### config.mk
export PLATFORM = sky130hd
export DESIGN_NAME = svf_mux
export DESIGN_NICKNAME = d
export VERILOG_FILES = /design/src/rtl/svf_mux.sv
export SDC_FILE = /design/constraint.sdc
export NUM_CORES = 1
export LEC_CHECK = 0
export BUFFER_PORTS_ARGS = -buffer_cell sky130_fd_sc_hd__buf_4
export CAP_MARGIN = 20
export CORE_MARGIN = 2
export CORE_UTILIZATION = 50
export DETAILED_ROUTE_END_ITERATION = 7
export HOLD_SLACK_MARGIN = 0.05
export PLACE_DENSITY = 0.69
export REMOVE_ABC_BUFFERS = 1
export SLEW_MARGIN = 20
export SYNTH_ARGS = -nofsm -noshare
export SYNTH_HDL_FRONTEND = slang
export SYNTH_SLANG_ARGS = --single-unit
### constraint.sdc
create_clock -name clk -period 13.8 [get_ports clk]
set_input_delay 1.38 -clock clk [delete_from_list [all_inputs] [get_ports clk]]
set_output_delay 1.38 -clock clk [all_outputs]
set_load 0.01 [all_outputs]
### src/rtl/svf_mux.sv
// Time-multiplexed multi-channel state-variable filter with one shared multiplier.
// Each frame runs HP/BP/LP steps per channel, then mixes, applies volume and emits one sample.
module svf_mux #(
    parameter int CHANNELS = 3,
    parameter int IN_W     = 8,
    parameter int STATE_W  = 16,
    parameter int FC_W     = 11
) (
    input  logic                     clk,
    input  logic                     rst,
    input  logic                     in_valid,
    output logic                     in_ready,
    input  logic [CHANNELS*IN_W-1:0] in_sample,
    input  logic [FC_W-1:0]          fc,
    input  logic [3:0]               res,
    input  logic [2:0]               mode,
    input  logic [CHANNELS-1:0]      filt_en,
    input  logic [3:0]               vol,
    output logic                     out_valid,
    output logic [IN_W-1:0]          out_sample
);

    localparam int CH_W    = (CHANNELS > 1) ? $clog2(CHANNELS) : 1;
    localparam int ACC_W   = STATE_W + $clog2(CHANNELS) + 2;
    localparam int MUL_B_W = FC_W + 1;
    localparam int PROD_W  = STATE_W + MUL_B_W;
    localparam int SUM_W   = PROD_W + 2;

    localparam logic signed [STATE_W-1:0] ST_MAX  = {1'b0, {(STATE_W-1){1'b1}}};
    localparam logic signed [STATE_W-1:0] ST_MIN  = {1'b1, {(STATE_W-1){1'b0}}};
    localparam logic signed [SUM_W-1:0]   OUT_MID = SUM_W'(2 ** (IN_W - 1));
    localparam logic signed [SUM_W-1:0]   OUT_MAX = SUM_W'((2 ** IN_W) - 1);

    typedef enum logic [2:0] {
        ST_IDLE,
        ST_HP,
        ST_BP,
        ST_LP,
        ST_MIX,
        ST_VOL
    } state_t;

    state_t r_state;
    state_t w_nextState;

    logic [CHANNELS*IN_W-1:0] r_sample;
    logic [FC_W-1:0]          r_fc;
    logic [3:0]               r_q;
    logic [2:0]               r_mode;
    logic [CHANNELS-1:0]      r_filtEn;
    logic [3:0]               r_vol;
    logic [CH_W-1:0]          r_ch;

    logic signed [STATE_W-1:0] r_bp [CHANNELS];
    logic signed [STATE_W-1:0] r_lp [CHANNELS];
    logic signed [STATE_W-1:0] r_hp;
    logic signed [STATE_W-1:0] r_bpNew;
    logic signed [ACC_W-1:0]   r_acc;
    logic signed [STATE_W-1:0] r_mix;
    logic [IN_W-1:0]           r_outSample;
    logic                      r_outValid;

    logic [IN_W-1:0]           w_chSample [CHANNELS];
    logic [IN_W-1:0]           w_sampleCur;
    logic signed [STATE_W-1:0] w_sIn;
    logic signed [STATE_W-1:0] w_bpCur;
    logic signed [STATE_W-1:0] w_lpCur;
    logic                      w_bypass;
    logic                      w_lastCh;

    logic signed [STATE_W-1:0] w_mulA;
    logic signed [MUL_B_W-1:0] w_mulB;
    logic signed [PROD_W-1:0]  w_prod;

    logic signed [SUM_W-1:0]   w_hpSum;
    logic signed [SUM_W-1:0]   w_bpSum;
    logic signed [SUM_W-1:0]   w_lpSum;
    logic signed [STATE_W-1:0] w_hpSat;
    logic signed [STATE_W-1:0] w_bpSat;
    logic signed [STATE_W-1:0] w_lpSat;
    logic signed [STATE_W-1:0] w_lpSel;
    logic signed [STATE_W-1:0] w_bpSel;
    logic signed [STATE_W-1:0] w_hpSel;
    logic signed [ACC_W-1:0]   w_contrib;
    logic signed [SUM_W-1:0]   w_volSum;
    logic [IN_W-1:0]           w_outClamp;

    function automatic logic signed [STATE_W-1:0] satState(input logic signed [SUM_W-1:0] x);
        if (x > SUM_W'(ST_MAX)) begin
            satState = ST_MAX;
        end else if (x < SUM_W'(ST_MIN)) begin
            satState = ST_MIN;
        end else begin
            satState = x[STATE_W-1:0];
        end
    endfunction

    always_comb begin
        for (int k = 0; k < CHANNELS; k++) begin
            w_chSample[k] = r_sample[k*IN_W +: IN_W];
        end
    end

    assign w_sampleCur = w_chSample[r_ch];
    // Inverting the MSB of an offset-binary sample subtracts the midpoint.
    assign w_sIn    = {{(STATE_W-IN_W+1){~w_sampleCur[IN_W-1]}}, w_sampleCur[IN_W-2:0]};
    assign w_bpCur  = r_bp[r_ch];
    assign w_lpCur  = r_lp[r_ch];
    assign w_bypass = ~r_filtEn[r_ch] | (r_mode == 3'b000);
    assign w_lastCh = (r_ch == CH_W'(CHANNELS - 1));

    always_comb begin
        w_mulA = w_bpCur;
        w_mulB = {{(MUL_B_W-4){1'b0}}, r_q};
        case (r_state)
            ST_BP: begin
                w_mulA = r_hp;
                w_mulB = {1'b0, r_fc};
            end
            ST_LP: begin
                w_mulA = r_bpNew;
                w_mulB = {1'b0, r_fc};
            end
            ST_VOL: begin
                w_mulA = r_mix;
                w_mulB = {{(MUL_B_W-4){1'b0}}, r_vol};
            end
            default: ;
        endcase
    end

    assign w_prod = PROD_W'(w_mulA) * PROD_W'(w_mulB);

    assign w_hpSum = SUM_W'(w_sIn) - SUM_W'(w_lpCur) - SUM_W'(w_prod >>> 3);
    assign w_bpSum = SUM_W'(w_bpCur) + SUM_W'(w_prod >>> (FC_W + 1));
    assign w_lpSum = SUM_W'(w_lpCur) + SUM_W'(w_prod >>> (FC_W + 1));
    assign w_hpSat = satState(w_hpSum);
    assign w_bpSat = satState(w_bpSum);
    assign w_lpSat = satState(w_lpSum);

    assign w_lpSel   = r_mode[0] ? w_lpSat : '0;
    assign w_bpSel   = r_mode[1] ? r_bpNew : '0;
    assign w_hpSel   = r_mode[2] ? r_hp    : '0;
    assign w_contrib = w_bypass ? ACC_W'(w_sIn)
                                : ACC_W'(w_lpSel) + ACC_W'(w_bpSel) + ACC_W'(w_hpSel);

    assign w_volSum = SUM_W'(w_prod >>> 4) + OUT_MID;

    always_comb begin
        w_outClamp = w_volSum[IN_W-1:0];
        if (w_volSum < 0) begin
            w_outClamp = '0;
        end else if (w_volSum > OUT_MAX) begin
            w_outClamp = '1;
        end
    end

    always_comb begin
        w_nextState = r_state;
        case (r_state)
            ST_IDLE: if (in_valid) w_nextState = ST_HP;
            ST_HP:   w_nextState = ST_BP;
            ST_BP:   w_nextState = ST_LP;
            ST_LP:   w_nextState = w_lastCh ? ST_MIX : ST_HP;
            ST_MIX:  w_nextState = ST_VOL;
            ST_VOL:  w_nextState = ST_IDLE;
            default: w_nextState = ST_IDLE;
        endcase
    end

    always_ff @(posedge clk) begin
        if (rst) begin
            r_state <= ST_IDLE;
        end else begin
            r_state <= w_nextState;
        end
    end

    // Bypassed channels still walk HP/BP/LP so frame latency stays constant.
    always_ff @(posedge clk) begin
        if (rst) begin
            r_sample    <= '0;
            r_fc        <= '0;
            r_q         <= '0;
            r_mode      <= '0;
            r_filtEn    <= '0;
            r_vol       <= '0;
            r_ch        <= '0;
            r_hp        <= '0;
            r_bpNew     <= '0;
            r_acc       <= '0;
            r_mix       <= '0;
            r_outSample <= OUT_MID[IN_W-1:0];
            r_outValid  <= 1'b0;
            for (int k = 0; k < CHANNELS; k++) begin
                r_bp[k] <= '0;
                r_lp[k] <= '0;
            end
        end else begin
            r_outValid <= 1'b0;
            case (r_state)
                ST_IDLE: begin
                    if (in_valid) begin
                        r_sample <= in_sample;
                        r_fc     <= fc;
                        r_q      <= 4'd15 - res;
                        r_mode   <= mode;
                        r_filtEn <= filt_en;
                        r_vol    <= vol;
                        r_ch     <= '0;
                        r_acc    <= '0;
                    end
                end
                ST_HP: r_hp <= w_hpSat;
                ST_BP: r_bpNew <= w_bpSat;
                ST_LP: begin
                    if (!w_bypass) begin
                        r_bp[r_ch] <= r_bpNew;
                        r_lp[r_ch] <= w_lpSat;
                    end
                    r_acc <= r_acc + w_contrib;
                    r_ch  <= r_ch + CH_W'(1);
                end
                ST_MIX: r_mix <= satState(SUM_W'(r_acc));
                ST_VOL: begin
                    r_outSample <= w_outClamp;
                    r_outValid  <= 1'b1;
                end
                default: ;
            endcase
        end
    end

    assign in_ready   = (r_state == ST_IDLE);
    assign out_valid  = r_outValid;
    assign out_sample = r_outSample;

endmodule

[After elaboration in Yosys (flattened, before gate mapping)]
Memory sizes are Yosys's and may differ from the RTL's. A register that Yosys moved wholly into a read port is not among the register bits.
Cells that the tools add are included.
Cells by class
  mux-type cells: 45
  order comparisons: 12
  bitwise gates (word level): 4
  reductions and logical operators: 8
  multipliers: 1
  eq/ne operators: 7
  add/subtract/negate cells: 10
Operators by type and width (number)
  $mux W16: 13
  $add A16 B16 Y17: 3
  $pmux W16 S3: 1
  $mux W20: 2
  $pmux W20 S2: 1
  $gt A17 B16 Y1 const B: 2
  $lt A17 B16 Y1 const B: 2
  $mux W8: 4
  $reduce_or A16 Y1: 2
  $mul A16 B12 Y28: 1
  $gt A26 B16 Y1 const B: 1
  $lt A26 B16 Y1 const B: 1
  $sub A17 B25 Y26: 1
  $add A24 B9 Y25 const B: 1
  $gt A25 B9 Y1 const B: 1
  $lt A25 B1 Y1 const B: 1
  $pmux W11 S2: 1
  $add A20 B20 Y20: 1
  $gt A20 B16 Y1 const B: 1
  $lt A20 B16 Y1 const B: 1
  $add A17 B16 Y18: 1
  $sub A8 B16 Y17: 1
  $bmux W8 S2: 1
  $pmux W3 S5: 1
  21 further kinds: 42
Storage, ports and cells
  bits in writable memories: 96
  input bits: 52
  memories: 2
  logic and storage cells: 103
  output and inout port bits: 10
  register bits after elaboration: 131
Memories
  r_bp: words 3, bits a word 16, rd ports 1, clocked after memory_dff 1, write ports 3, line 54  | logic signed [STATE_W-1:0] r_bp [CHANNELS];
  r_lp: words 3, bits a word 16, rd ports 1, clocked after memory_dff 1, write ports 3, line 55  | logic signed [STATE_W-1:0] r_lp [CHANNELS];

[Longest topological paths before layout]
  depth in word-level cells: 14
  mapped depth: 63
  mapped depth without buffers: 58

[Least setup slack after synthesis]
Ideal clock, no wire load.
  kind: register -> register
  from: register (tool-made name)
  to: register r_acc[19]
  slack: 0.586 ns
  cell stages (with the launch flop): 55
  setup time: 0.132 ns
  path buffers: 5
  arrival time: 13.081 ns
  clock period less this slack: 13.214 ns
  data required time: 13.668 ns
  cell sequence: dfxtp_1 clkbuf_1 buf_1 mux4_2 o221a_2 clkbuf_1 and2_1 fa_1 inv_1 fa_1 inv_1 fa_1 fa_1 inv_1 fa_1 inv_1 ha_1 buf_2 (+19 left out) a21oi_1 o21bai_1 a21o_1 a21oi_1 o21ai_0 o41a_1 a21o_1 a21oi_1 xor2_1 o21ai_0 ha_1 nand3_1 o2111ai_1 o211ai_1 o21ai_0 xnor2_1 mux2i_1 a21oi_1
RTL lines
  to (signal assigned): line 221  | r_acc <= r_acc + w_contrib;
  to (decl): line 58  | logic signed [ACC_W-1:0] r_acc;

==> summary.txt <==
Worst setup path
  • Worst reg2reg setup slack: 560 ps
  • Setup crit end kind: flip-flop
  • Setup crit end: r_acc[19]$_SDFFE_PP0P_
  • Slowest cell on crit path: fa_1
  • Nature of the critical path startpoint: flip-flop
  • Crit-path max FO: 11
  • Top cell family by delay on the critical path: compound AO/OA/AOI/OAI gates
  • Reg-to-Reg End: r_acc[19]$_SDFFE_PP0P_
  • CP Data Required Time: 14220 ps
  • CP Buf/Inv Count: 6
  • Worst path arrival time: 13670 ps
  • Setup CP Type: reg -> reg
  • Worst path depth: 49
  • Reg2Reg Depth: 49
  • Crit path largest cell delay: 600 ps

Drt
  • Metal2 WL: 33400 um
  • DR iter-0 viols: 1931
  • Routed len/inst: 21.3 um
  • Vias per std cell: 5.95
  • Via count: 19.9k
  • DR top layer: met4
  • Drt pass-1 iters: 6
  • Antenna Nets Post-Route: 0
  • Post-Route WL: 70900 um
  • M1 wire length: 28900 um
  • Routed wl met3: 5070 um
  • Post-route DRC violation count: 0

Logic synthesis
  • Synth warn: 0
  • Mean post-synth cell area: 8.93 sq um
  • Register area share after synthesis: 27.3%
  • Number of synthesized flops with an enable pin: 128
  • Synthesized instance count: 2666
  • Yosys cell types: 83
  • Synthesized area: 23800 sq um
  • FF+latch count, synth: 261
  • Synth Flop Type: dfxtp_1
  • Ys async rst share: 0%

Power and ir drop
  • Maximum VDD drop: 0.000151 V
  • LEAKAGE: 11.6 nW
  • Total power: 0.00466 W
  • PD cells: 177 nW/um^2

CTS
  • Clock transition at path regs: 60 ps
  • Total CTS buffers: 30
  • Clk root buf: clkbuf_16
  • Clock Path Buffers: 3
  • Worst-Skew Late Latency: 580 ps
  • TritonCTS clock tree: built
  • H-tree Lvls: 1
  • Hold bufs inserted after CTS: 0
  • Clk sinks: 261

Die
  • Io pins: 62
  • Initial Utilization: 50.9%
  • Core area: 46800 sq um
  • Vert. Die Dim: 222 um
  • Total Die Area: 49400 sq um
  • Die width: 222 um
  • FP Rows: 79

Flow run
  • MaxCap Viol Count: 0

STA
  • Hold Fails Final Rpt: 0
  • Worst Max-Slew Pin Slew: 1060 ps
  • Pins over their slew limit: 0
  • Setup_tns: 0 ps
  • RSZ-0062 raised after global routing: true
  • Fin Clk Skew: 24.6 ps
  • Rel. slew slack: 29.4%
  • Final worst path period share: 96.0%
  • Final setup violation count: 0
  • Final min period: 13240 ps
  • Fmax: 0.0755 GHz
  • Hold_ws: 453 ps

Finish
  • Area delta synth->final: 10.8%
  • Core Util, Final: 56.4%
  • Antenna Diode Count: 0
  • Most common cell after layout, fill and taps aside: inv_1
  • Layout cells sized above 1: 11.0%
  • Most frequent cells in the layout: inv_1 (356), nand2_1 (355), fa_1 (205)
  • Layout net count: 3122
  • Finished Cell Area: 26400 sq um
  • Fillers: 4123

Placed design
  • I/O Buffers: 61
  • Placer congestion estimate: 1.01
  • DP Area: 25000 sq um
  • DP Wirelength: 55000 um

Status
  • Status: completed

GRT
  • Grt total ovfl: 0
  • First-pass GRT wire length: 110000 um
  • Initial antenna violation count: 0
  • Vias in the first global route: 19.6k
  • GRT Total Usage: 28.6%
  • Largest net degree at the start of global routing: 81

Min path
  • Hold WC Path Type: reg -> reg
-- how the worst min path moves through the flow --
stage	depth (start not counted)	start	slack, ps	to
after CTS	2	r_sample[16]$_SDFFE_PP0P_	450	r_sample[16]$_SDFFE_PP0P_
final	2	r_sample[16]$_SDFFE_PP0P_	450	r_sample[16]$_SDFFE_PP0P_
after floorplan	2	r_fc[8]$_SDFFE_PP0P_	430	r_fc[8]$_SDFFE_PP0P_
after detailed placement	2	r_sample[16]$_SDFFE_PP0P_	450	r_sample[16]$_SDFFE_PP0P_
after global routing	2	r_sample[22]$_SDFFE_PP0P_	470	r_sample[22]$_SDFFE_PP0P_
after global placement	2	r_sample[19]$_SDFFE_PP0P_	440	r_sample[19]$_SDFFE_PP0P_
-- area by class of cell --
class,instances,area [sq um],area share [%]
clock buffers,48,912,3.46
clock inverters,8,72.6,0.275
inverters,357,1340,5.08
multi-input cells,1921,15700,59.7
flip-flops and latches,261,6510,24.7
well taps,607,759,2.88
repair buffers,133,1030,3.90
-- registers in the layout, summed over array words and instances, names as in the netlist, named ones only --
register,count
r_lp,64
r_state,3
r_bpNew,16
r_acc,20
r_hp,16
r_q,4
r_mode,3
r_mix,16
r_sample,24
r_bp,64
r_filtEn,3
r_ch,2
out_valid,1
r_vol,4
out_sample,8
r_fc,11
-- synth_stat cells (6+ instances only) --
library cell / instances / area share (%)
a2111oi_0: 6 / 0.22
a211oi_1: 33 / 1.0
a21o_1: 31 / 0.98
a21oi_1: 193 / 4.1
a221oi_1: 9 / 0.33
a311oi_1: 9 / 0.33
a31oi_1: 20 / 0.53
and2_1: 23 / 0.60
and3_1: 69 / 1.8
and4_1: 6 / 0.22
buf_1: 9 / 0.14
clkbuf_1: 111 / 1.8
dfxtp_1: 133 / 11
edfxtp_1: 128 / 16
fa_1: 206 / 17
ha_1: 160 / 8.4
inv_1: 357 / 5.6
mux2i_1: 32 / 1.3
mux4_2: 32 / 3.0
nand2_1: 359 / 5.7
nand2b_1: 27 / 0.71
nand3_1: 43 / 0.90
nand4_1: 12 / 0.32
nor2_1: 189 / 3.0
nor2b_1: 36 / 0.95
nor3_1: 36 / 0.76
nor4_1: 10 / 0.26
o211ai_1: 10 / 0.32
o21a_1: 9 / 0.28
o21ai_0: 84 / 1.8
o21ai_1: 9 / 0.19
o21bai_1: 6 / 0.19
o221a_2: 12 / 0.57
o31a_1: 8 / 0.29
o32ai_1: 15 / 0.55
or2_2: 10 / 0.26
or3_1: 26 / 0.68
xnor2_1: 60 / 2.2
xor2_1: 35 / 1.3
-- report_power, final --
group	switching [W]	internal, W
clock network	0.000333	0.000469
registers	0.0000703	0.000894
logic	0.00184	0.00105
total	0.00224	0.00242
-- layer usage --
metal  vias to the layer above  track usage [%]
met1                      9737             37.4
met2                       818             47.2
li1                       9126                -
met3                       175             3.95
met5                         -                0
met4                         0             13.1
-- cell families (layout without fill, tap and decap cells) --
family / count (synthesis) / in the layout / synth area share (%)
buf+inv: 484 / 546 / 7.72
compound gates: 516 / 516 / 13.9
simple gates: 878 / 878 / 17.3
mux: 65 / 65 / 4.42
fa+ha+maj: 367 / 367 / 25.8
flops: 261 / 261 / 27.3
xor+xnor: 95 / 95 / 3.50
-- stage by stage --
step,setup WS (ps),std cells
5_1_grt,-120,3335
6_report,559,3335
4_1_cts,9.24,3326
2_1_floorplan,156,2539
3_5_place_dp,53.9,3270
3_3_place_gp,209,3270
-- worst reg2reg max path, delay by kind of cell, from the launching register on --
| kind | cells | cell delay (ps) |
|---|---|---|
| buffers and inverters | 6 | 730 |
| and+or+nand+nor | 7 | 1750 |
| xor gates and xnor gates | 2 | 310 |
| AOI/OAI and AO/OA | 22 | 4770 |
| muxes | 2 | 780 |
| adders and majority gates | 10 | 4330 |
| DFF | 1 | 400 |
-- repair_timing --
item	in CTS	in global routing
cloned	0	0
gates resized for setup	1	58
pin swaps	0	8
buffers inserted	0	8
setup endpoints to repair	1	10
(Power assumes the default switching activity.)
